## src/rtl/sumu3_arb.sv

```systemverilog
// Two-requester round-robin front end for a shared combinational sumu3 unit.
// One operation in flight; operands are held on ar_a/ar_b until the response is taken.
module sumu3_arb #(
    parameter int unsigned SETTLE = 1
) (
    input  logic       clk,
    input  logic       rst,
    input  logic       req0_valid,
    input  logic       req1_valid,
    output logic       req0_ready,
    output logic       req1_ready,
    input  logic [1:0] req0_a,
    input  logic [1:0] req0_b,
    input  logic [1:0] req1_a,
    input  logic [1:0] req1_b,
    input  logic [1:0] req0_op,
    input  logic [1:0] req1_op,
    output logic [1:0] ar_a,
    output logic [1:0] ar_b,
    input  logic [2:0] ar_sum,
    input  logic [2:0] ar_mult,
    input  logic [2:0] ar_abb,
    output logic       rsp_valid,
    input  logic       rsp_ready,
    output logic [2:0] rsp_data,
    output logic       rsp_id,
    output logic       rsp_err,
    output logic       busy
);

    typedef enum logic [1:0] {StIdle, StIssue, StResp} state_e;

    localparam logic [1:0] CntInit = 2'(SETTLE - 1);

    state_e     r_state, w_state_d;
    logic [1:0] r_cnt;
    logic [1:0] r_op;
    logic [1:0] r_ar_a, r_ar_b;
    logic       r_last;
    logic       r_rsp_valid, r_rsp_id, r_rsp_err, r_busy;
    logic [2:0] r_rsp_data;

    logic       w_gnt_valid, w_gnt_id, w_idle;
    logic [1:0] w_sel_a, w_sel_b, w_sel_op;

    // Both valid: the requester that did not win last time gets the grant.
    always_comb begin
        w_gnt_valid = 1'b0;
        w_gnt_id    = 1'b0;
        if (req0_valid && req1_valid) begin
            w_gnt_valid = 1'b1;
            w_gnt_id    = ~r_last;
        end else if (req0_valid) begin
            w_gnt_valid = 1'b1;
            w_gnt_id    = 1'b0;
        end else if (req1_valid) begin
            w_gnt_valid = 1'b1;
            w_gnt_id    = 1'b1;
        end
    end

    always_comb begin
        w_sel_a  = w_gnt_id ? req1_a  : req0_a;
        w_sel_b  = w_gnt_id ? req1_b  : req0_b;
        w_sel_op = w_gnt_id ? req1_op : req0_op;
    end

    assign w_idle     = (r_state == StIdle) && !rst;
    assign req0_ready = w_idle && w_gnt_valid && !w_gnt_id;
    assign req1_ready = w_idle && w_gnt_valid && w_gnt_id;

    always_comb begin
        w_state_d = r_state;
        unique case (r_state)
            StIdle:  if (w_gnt_valid) w_state_d = StIssue;
            StIssue: if (r_cnt == 2'd0) w_state_d = StResp;
            StResp:  if (rsp_ready) w_state_d = StIdle;
            default: w_state_d = StIdle;
        endcase
    end

    always_ff @(posedge clk) begin
        if (rst) begin
            r_state <= StIdle;
        end else begin
            r_state <= w_state_d;
        end
    end

    always_ff @(posedge clk) begin
        if (rst) begin
            r_cnt       <= 2'd0;
            r_op        <= 2'd0;
            r_ar_a      <= 2'd0;
            r_ar_b      <= 2'd0;
            r_last      <= 1'b1;
            r_rsp_valid <= 1'b0;
            r_rsp_data  <= 3'd0;
            r_rsp_id    <= 1'b0;
            r_rsp_err   <= 1'b0;
            r_busy      <= 1'b0;
        end else begin
            r_busy <= (w_state_d != StIdle);
            unique case (r_state)
                StIdle: begin
                    if (w_gnt_valid) begin
                        r_ar_a   <= w_sel_a;
                        r_ar_b   <= w_sel_b;
                        r_op     <= w_sel_op;
                        r_rsp_id <= w_gnt_id;
                        r_last   <= w_gnt_id;
                        r_cnt    <= CntInit;
                    end
                end
                StIssue: begin
                    if (r_cnt == 2'd0) begin
                        r_rsp_valid <= 1'b1;
                        r_rsp_err   <= (r_op == 2'b11);
                        unique case (r_op)
                            2'b00:   r_rsp_data <= ar_sum;
                            2'b01:   r_rsp_data <= ar_mult;
                            2'b10:   r_rsp_data <= ar_abb;
                            default: r_rsp_data <= 3'd0;
                        endcase
                    end else begin
                        r_cnt <= r_cnt - 2'd1;
                    end
                end
                StResp: begin
                    if (rsp_ready) r_rsp_valid <= 1'b0;
                end
                default: ;
            endcase
        end
    end

    assign ar_a      = r_ar_a;
    assign ar_b      = r_ar_b;
    assign rsp_valid = r_rsp_valid;
    assign rsp_data  = r_rsp_data;
    assign rsp_id    = r_rsp_id;
    assign rsp_err   = r_rsp_err;
    assign busy      = r_busy;

endmodule
```

## config.mk

```make
export PLATFORM = sky130hd
export DESIGN_NAME = sumu3_arb
export DESIGN_NICKNAME = d
export VERILOG_FILES = /design/src/rtl/sumu3_arb.sv
export SDC_FILE = /design/constraint.sdc
export NUM_CORES = 1
export LEC_CHECK = 0
export CAP_MARGIN = 10
export CORE_MARGIN = 3
export CORE_UTILIZATION = 37
export DETAILED_ROUTE_END_ITERATION = 12
export GPL_ROUTABILITY_DRIVEN = 0
export PLACE_DENSITY_LB_ADDON = 0.2
export SKIP_CTS_REPAIR_TIMING = 1
export SYNTH_ARGS = -nofsm -noshare
export SYNTH_HDL_FRONTEND = slang
export SYNTH_SLANG_ARGS = --single-unit
```

## constraint.sdc

```tcl
create_clock -name clk -period 1.3 [get_ports clk]
set_clock_uncertainty 0.1 [all_clocks]
set_input_delay 0.26 -clock clk [delete_from_list [all_inputs] [get_ports clk]]
set_output_delay 0.26 -clock clk [all_outputs]
set_load 0.02 [all_outputs]
```

**Yosys cells after proc, flatten, opt, wreduce, memory -nomap -nowiden**

Index checks and enable logic that the tools add are counted.

- Register bits after elaboration: 18
- Input bits: 26

- Add/subtract/negate cells: 1
- Equal/unequal tests: 9
- Multiplexer cells: 19
- Bitwise operators: 1
- Reductions and logical operators: 17

Operator list:

| cell | count |
|---|---|
| 2-to-1 mux 2 bit | 8 |
| one-hot mux 3 bit (3 select lines) | 1 |
| != test 2 bit, second input constant | 4 |
| 2-to-1 mux 1 bit | 7 |
| equality test 2 bit, second input constant | 3 |
| zero test 2 bit | 3 |
| one-hot mux 2 bit (3 select lines) | 1 |
| AND reduction 3 bit | 2 |
| nonzero test 2 bit | 3 |
| logical AND 1 bit | 5 |
| equality test 2 x 1 -> 1 bit, second input constant | 2 |
| one-hot mux 2 bit (2 select lines) | 1 |
| AND reduction 2 bit | 2 |
| zero test 1 bit | 2 |
| one-hot mux 1 bit (2 select lines) | 1 |
| subtractor 2 x 1 -> 2 bit, second input constant | 1 |
| inverter 1 bit | 1 |

**Longest topological paths before layout**

Gate-level depths: netlist of the first run.

- Depth after elaboration: 6
- Gate-level depth with buffers: 6
- Mapped depth without buffers: 5

**Least setup slack after synthesis of the first run**

OpenSTA, ideal clock, no wires.

- Path type: register to output
- From: register r_state[0]
- To: output req0_ready
- Data arrival time: 1189 ps
- Setup slack: -249 ps
- Stages on the path, launching flop included: 5
- Path buffers: 1
- Cell sequence: dfxtp_1 buf_6 nor2_2 nand2_1 nor3_1

- Word-level cells in the longest chain between the ends: 4

RTL lines:

| what | line | RTL |
|---|---|---|
| start, declared | 35 | `state_e r_state, w_state_d;` |
| start signal, assigned | 84 | `r_state <= StIdle;` |
| start signal, assigned | 86 | `r_state <= w_state_d;` |
| zero test 2 bit | 68 | `assign w_idle = (r_state == StIdle) && !rst;` |
| logical AND 1 bit | 68 |  |
| logical AND 1 bit (2 in a row) | 69 | `assign req0_ready = w_idle && w_gnt_valid && !w_gnt_id;` |
| end, declared | 10 | `output logic req0_ready,` |

Every way passes these cells.

**Worst setup path after layout of the first run**

- From: register r_state[0]
- To: output req1_ready

- Word-level cells in the longest chain between the ends: 4

RTL lines:

| what | line | RTL |
|---|---|---|
| zero test 2 bit | 68 |  |
| logical AND 1 bit | 68 |  |
| logical AND 1 bit (2 in a row) | 70 | `assign req1_ready = w_idle && w_gnt_valid && w_gnt_id;` |
| end, declared | 11 | `output logic req1_ready,` |

Every way passes these cells.

==> results_dict.tcl, run 1 <==
set metrics [dict create \
    outcome "finished with violations" \
    violations "setup timing" \
    cp_cell_sequence "or2_4, nor2_4, and3_4, buf_6" \
    criticalPathCategory "reg2out" \
    timing.hold.worst.class "in2reg" \
    placement_rows 17 \
    area_growth_syn_to_fin_pct 82.64 \
    final_layout_size_suffix_gt1_share_pct 40.40 \
    worst_r2r_endpoint "busy" \
    wl_per_cell_um 15.72 \
    timing.max_slew.rel_slack_pct 77.49 \
    critical_path_depth 4 \
    drv_cap 0 \
    avgViaCountPerCell 5.318 \
    placement.io_buffers 38 \
    synthesis.area_per_instance_um2 9.664 \
    post-route-period-util_pct 127.5 \
    std_cell_core_area_mm2 0.002276 \
    grt_first_pass_wirelength_mm 4.064 \
    placed_cell_area_mm2 0.001421 \
    detailroute.via_count 952 \
    initial_core_util_pct 39.91 \
    groute.usage.overall_pct 16.47 \
    critPathCaptureType "primary output" \
    detail_route.drc_violations 0 \
    worst-slew-pin-transition_ns 0.3373 \
    layout.cells.most_common_list "sky130_fd_sc_hd__clkdlybuf4s50_1 (22), sky130_fd_sc_hd__buf_4 (17), sky130_fd_sc_hd__dfxtp_1 (14)" \
    worst_path_dominant_cell_family "simple AND/OR/NAND/NOR gates" \
    critical_path.startpoint_type "flop" \
    pwr_density_cell_mw_per_mm2 1014 \
    timing.hold.ws_ns 0.2858 \
    share_of_the_yosys_chip_area_belonging_to_registers_pct 39.67 \
    required_ns 0.94 \
    finalCriticalPeriod_ns 1.658 \
    worst_hold_startpoint "rst" \
    reg2reg_from "r_state[0]" \
    drt_pass1_iterations 4 \
    residual_antenna_violating_net_count_after_detailed_routing 0 \
    postSynthNetCount 122 \
    finish.net_count 180 \
    grt_max_degree 14 \
    clkLatencyLatePin_ns 0.31 \
    syn_area_um2 908.4 \
    cts_buffers 3 \
    setup_viol 10 \
    critical_path_arrival_ns 1.30 \
    antenna_cells_inserted 0 \
    crit_path_start "r_state[0]" \
    most_common_cell_after_layout_fill_and_taps_aside "sky130_fd_sc_hd__clkdlybuf4s50_1" \
    irDropWorstVdd_v 0.0008451 \
    cts_root_buffer "sky130_fd_sc_hd__clkbuf_4" \
    fp.dieH_um 55.55 \
    max_freq_mhz 603.3 \
    tritoncts "done" \
    worst_path_largest_cell_delay_ns 0.34 \
    cts.clk_slew.worst_paths_ns 0.12 \
    htree_levels 1 \
    yosys.cell_types.count 35 \
    finalMaxSlewViolations 0 \
    postSynthCellCount 94 \
    rsz0062_at_grt "yes" \
    area_of_the_multi_input_gates_um2 624.3 \
    grt_overflow_total 0 \
    grt_pass1_vias 913 \
    pin_count 39 \
    report.power.total_uw 1682 \
    register_area_um2 365.4 \
    antenna_found_initial 0 \
    setup_ws_final_ns -0.3576 \
    reg2regPathDepth 6 \
    fp.dieW_um 55.55 \
    fillCellCount 175 \
    power.static_leakage_uw 0.0008131 \
    clock_sinks 18 \
    min_delay_worst_endpoint "rsp_id" \
    timing.final.hold_violations 0 \
    critical_path_peak_fanout 3 \
    worstPathBufferInverterCount 1 \
    whs_path_depth 3 \
    wirelength_mm 2.814 \
    die_area_mm2 0.003086 \
    drtIter0Drc 20 \
    clock_tree_buffer_depth 2 \
    synth_warnings 0 \
    ys_ff_latch 18 \
    r2r_slack_ns -0.23 \
    layout.cell_area.non_filler_mm2 0.001659 \
    dp_hpwl_mm 1.824 \
    timing.critical_path.slowest_stage_cell "sky130_fd_sc_hd__dfxtp_2" \
]
## worst max path at each step
stage                       endpoint  slack (ns)
after floorplan           req1_ready        -0.1
after global placement    req1_ready       -0.85
after detailed placement  req1_ready       -0.88
after CTS                 req1_ready       -0.92
after global routing      req1_ready       -0.41
final                     req1_ready       -0.36
## synthesized netlist by cell type
cell type,instances,share of area (%)
sky130_fd_sc_hd__a31o_2,1,0.96
sky130_fd_sc_hd__mux2i_1,9,9.9
sky130_fd_sc_hd__a21oi_1,9,5.0
sky130_fd_sc_hd__buf_2,2,1.1
sky130_fd_sc_hd__nand2b_1,2,1.4
sky130_fd_sc_hd__nor3_1,3,1.7
sky130_fd_sc_hd__dfxtp_1,18,40
sky130_fd_sc_hd__nand3_1,3,1.7
sky130_fd_sc_hd__or3b_1,2,1.9
sky130_fd_sc_hd__or2_2,1,0.69
sky130_fd_sc_hd__buf_1,1,0.41
sky130_fd_sc_hd__a41o_1,1,1.1
sky130_fd_sc_hd__or2_1,1,0.69
sky130_fd_sc_hd__nor2_1,3,1.2
sky130_fd_sc_hd__inv_1,3,1.2
sky130_fd_sc_hd__o211a_1,3,3.3
sky130_fd_sc_hd__ha_1,2,2.8
sky130_fd_sc_hd__or2_0,1,0.69
sky130_fd_sc_hd__a21oi_2,1,0.96
sky130_fd_sc_hd__o21ai_0,2,1.1
sky130_fd_sc_hd__clkbuf_1,1,0.41
sky130_fd_sc_hd__nor2_4,1,1.2
sky130_fd_sc_hd__a211oi_1,6,5.0
sky130_fd_sc_hd__a21boi_2,1,1.2
sky130_fd_sc_hd__buf_6,2,2.5
sky130_fd_sc_hd__clkbuf_2,1,0.55
sky130_fd_sc_hd__a2111oi_1,1,1.1
sky130_fd_sc_hd__and3b_1,1,0.96
sky130_fd_sc_hd__nor3_2,1,1.1
sky130_fd_sc_hd__o211ai_1,3,2.5
sky130_fd_sc_hd__a2bb2oi_1,1,0.96
sky130_fd_sc_hd__and3_1,1,0.69
sky130_fd_sc_hd__nor2_2,1,0.69
sky130_fd_sc_hd__nand2_1,1,0.41
sky130_fd_sc_hd__nand3b_1,4,3.3
## cells by family (layout without fill, tap and decap cells)
family | Yosys count | after routing | share of synthesized area (%)
and+or+nand+nor | 26 | 26 | 18.32
DFF | 18 | 18 | 39.67
muxes | 9 | 9 | 9.918
buffers and inverters | 10 | 67 | 6.197
adders and majority gates | 2 | 2 | 2.754
AOI/OAI and AO/OA | 29 | 29 | 23.14
## routing by layer
metal | global-route usage, % | wire, µm
met1 | 18.71 | 1143
met2 | 30.07 | 1517
met3 | 3.037 | 134
met4 | 6.250 | 18
met5 | 0 | 0
## registers in the layout, indices dropped and copies added, names as in the netlist, 2 cells and up
name	count
ar_a	2
ar_b	2
r_cnt	2
r_op	2
r_state	2
rsp_data	3
## cell type report
type	count	share of cell area, %
clock buffer	4	2.187
inverter	3	0.6787
multi-input combinational	66	37.63
sequential	18	22.02
tap	28	2.112
timing repair buffer	60	35.37
## worst reg2reg max path: cells and delay by family, from the launching register on
| family | cells | cell delay, ns |
|---|---|---|
| simple gates | 2 | 0.52 |
| flops | 1 | 0.34 |
| buf+inv | 3 | 0.35 |
| compound gates | 1 | 0.17 |
## per-stage QoR
stage	setup TNS [ns]	setup WS [ns]	std cells	utilization, %
after floorplan	-0.2306	-0.09510	94	-
after global placement	-6.311	-0.8532	168	62.45
after detailed placement	-6.959	-0.8779	168	62.45
after CTS	-6.929	-0.9155	172	64.05
after global routing	-2.175	-0.4101	179	72.90
final	-1.616	-0.3576	179	72.90
## where the power goes
part	leakage (µW)	internal, µW	switching, µW	total (µW)
logic	0.000642	355	288	642
registers	0.000150	617	52.5	669
clock network	0.0000210	171	199	371
total	0.000813	1140	539	1680
(Power assumes the default switching activity.)
==> inputs of run 2 (changes only) <==
CELL_PAD_IN_SITES_DETAIL_PLACEMENT = 0   (was not set)
CELL_PAD_IN_SITES_GLOBAL_PLACEMENT = 2   (was not set)
CORE_UTILIZATION = 21   (was 37)
==> run 2 against run 1 <==
- the run still ends with setup timing left
- die area increased by 67%
- sequential power decreased by 0.7%
- critical path depth unchanged
- global-route usage decreased by 5.9 points
- fmax increased by 5.1%
- cell count increased by 12%
- clock power increased by 26%
- clock-buffer cell count unchanged
- core utilization decreased by 32 points
- highest routed layer unchanged
==> results_dict.tcl, run 2 (synthesis gave the netlist of run 1 again) <==
set metrics [dict create \
    drt_pass1_iterations 3 \
    reg2reg_from "r_cnt[0]" \
    area_growth_syn_to_fin_pct 84.71 \
    worst-slew-pin-transition_ns 0.2884 \
    finalMaxSlewViolations 0 \
    worst_path_largest_cell_delay_ns 0.32 \
    power.combinational.fraction_pct 34.9 \
    groute.usage.overall_pct 10.58 \
    clockPowerShare_pct 26.9 \
    htree_levels 1 \
    antenna_cells_inserted 0 \
    layout.cell_area.non_filler_mm2 0.001678 \
    critical_path_peak_fanout 2 \
    antenna_found_initial 0 \
    finish.net_count 180 \
    criticalPathCategory "reg2out" \
    std_cell_core_area_mm2 0.004086 \
    cts_buffers 3 \
    drv_cap 0 \
    setup_slack_at_placement_ns -0.8962 \
    timing.max_slew.rel_slack_pct 80.75 \
    grt_pass1_vias 917 \
    clkLatencyLatePin_ns 0.26 \
    worst_path_dominant_cell_family "simple AND/OR/NAND/NOR gates" \
    detailroute.via_count 901 \
    die_area_mm2 0.005151 \
    placement_rows 23 \
    cts_root_buffer "sky130_fd_sc_hd__clkbuf_8" \
    sequential_power_share_pct 38.2 \
    post-route-period-util_pct 121.3 \
    initial_core_util_pct 22.23 \
    register_area_um2 364.1 \
    timing.hold.ws_ns 0.3591 \
    grt_first_pass_wirelength_mm 4.298 \
    pwr_density_cell_mw_per_mm2 1036 \
    fp.dieW_um 71.77 \
    reg2regPathDepth 5 \
    grt_max_degree 11 \
    power.net_switching_uw 508.8 \
    irDropWorstVdd_v 0.0003611 \
    layout.cells.most_common_list "sky130_fd_sc_hd__clkdlybuf4s50_1 (22), sky130_fd_sc_hd__buf_4 (19), sky130_fd_sc_hd__dfxtp_1 (15)" \
    avgViaCountPerCell 4.483 \
    critical_path.startpoint_type "flop" \
    worst_r2r_endpoint "r_cnt[1]" \
    whs_path_depth 3 \
    pin_count 39 \
    clock_tree_buffer_depth 2 \
    placed_cell_area_mm2 0.001471 \
    drtIter0Drc 18 \
    switching_share_pct 29.28 \
    dp_hpwl_mm 2.003 \
    area_of_the_multi_input_gates_um2 590.6 \
    timing.critical_path.slowest_stage_cell "sky130_fd_sc_hd__dfxtp_1" \
    fp.dieH_um 71.77 \
    r2r_slack_ns -0.08 \
    min_delay_worst_endpoint "rsp_err" \
    outcome "finished with violations" \
    cellInternalPower_uw 1229 \
    residual_antenna_violating_net_count_after_detailed_routing 0 \
    grt_overflow_total 0 \
    timing.final.hold_violations 0 \
    worst_hold_startpoint "rst" \
    largest_register_ffs 3 \
    critPathCaptureType "primary output" \
    fillCellCount 408 \
    violations "setup timing" \
    critical_path_arrival_ns 1.22 \
    finalCriticalPeriod_ns 1.577 \
    tritoncts "done" \
    setup_ws_final_ns -0.2775 \
    most_common_cell_after_layout_fill_and_taps_aside "sky130_fd_sc_hd__clkdlybuf4s50_1" \
    detail_route.drc_violations 0 \
    required_ns 0.94 \
    clock_sinks 18 \
    timing.hold.worst.class "in2reg" \
    power.static_leakage_uw 0.0008557 \
    cts.clk_slew.worst_paths_ns 0.07 \
    wl_per_cell_um 13.02 \
    cp_cell_sequence "or2_4, nor2_4, and3_4, buf_6" \
    max_freq_mhz 633.9 \
    placement.io_buffers 38 \
    worstPathBufferInverterCount 1 \
    wirelength_mm 2.617 \
    final_util_pct 41.06 \
    rsz0062_at_grt "yes" \
    setup_viol 8 \
    final_layout_size_suffix_gt1_share_pct 36.42 \
]
==> run 2: cell types whose count changed in the layout (fill, tap and decap cells not counted), moves of 2 or more <==
cell	before	now
sky130_fd_sc_hd__buf_4	17	19
sky130_fd_sc_hd__buf_6	7	5
sky130_fd_sc_hd__clkbuf_2	2	0
sky130_fd_sc_hd__clkbuf_4	3	0
sky130_fd_sc_hd__clkbuf_8	1	4
sky130_fd_sc_hd__dlymetal6s2s_1	12	14
==> run 2: cell type report <==
type	count	share of cell area (%)
sequential	18	21.70
clock buffer	4	3.281
tap	50	3.729
inverter	3	0.6711
timing repair buffer	60	35.42
multi-input combinational	66	35.20
==> run 2: worst max-delay path by stage <==
stage,startpoint,endpoint,slack (ns),cells past startpoint
after detailed placement,req1_valid,req1_ready,-0.90,4
after global routing,r_state[1],req1_ready,-0.34,4
after floorplan,r_state[0],req1_ready,-0.1,4
after CTS,req1_valid,req1_ready,-0.91,4
after global placement,req1_valid,req1_ready,-0.89,4
final,r_state[1],req1_ready,-0.28,4
==> run 2: per-layer routing <==
layer,routed length [µm],part of all wire [%],track usage [%]
met4,44,1.7,5.010
met3,134,5.1,2.805
met5,0,0,0
met2,1273,49,17.04
met1,1165,45,13.07
==> run 2: per-stage QoR <==
step	total power (µW)	std cells	TNS, ns
5_1_grt	1835	201	-1.232
3_3_place_gp	1237	193	-6.597
6_report	1737	201	-0.7571
3_5_place_dp	1243	193	-6.915
4_1_cts	1722	197	-6.808
2_1_floorplan	958.4	94	-0.2306
==> run 2: power by group through the flow <==
| stage | clock network (µW) | logic, µW | registers [µW] |
|---|---|---|---|
| after detailed placement | 0 | 568 | 675 |
| after CTS | 487 | 572 | 663 |
| final | 468 | 606 | 664 |
| after global placement | 0 | 563 | 673 |
| after global routing | 501 | 661 | 674 |
| after floorplan | 0 | 247 | 712 |
==> run 2: worst reg2reg max path: stages (launching register included) <==
cell	delay (ns)
sky130_fd_sc_hd__dfxtp_2	0.34
sky130_fd_sc_hd__inv_2	0.05
sky130_fd_sc_hd__ha_4	0.16
sky130_fd_sc_hd__or3b_4	0.40
sky130_fd_sc_hd__nor3_2	0.17
sky130_fd_sc_hd__a41o_1	0.10
==> inputs of run 3 (changes only) <==
ABC_CLOCK_PERIOD_IN_PS = 1300   (was not set)
==> results of run 3 <==
Final layout, timing and power as in run 2 (identical DEF).
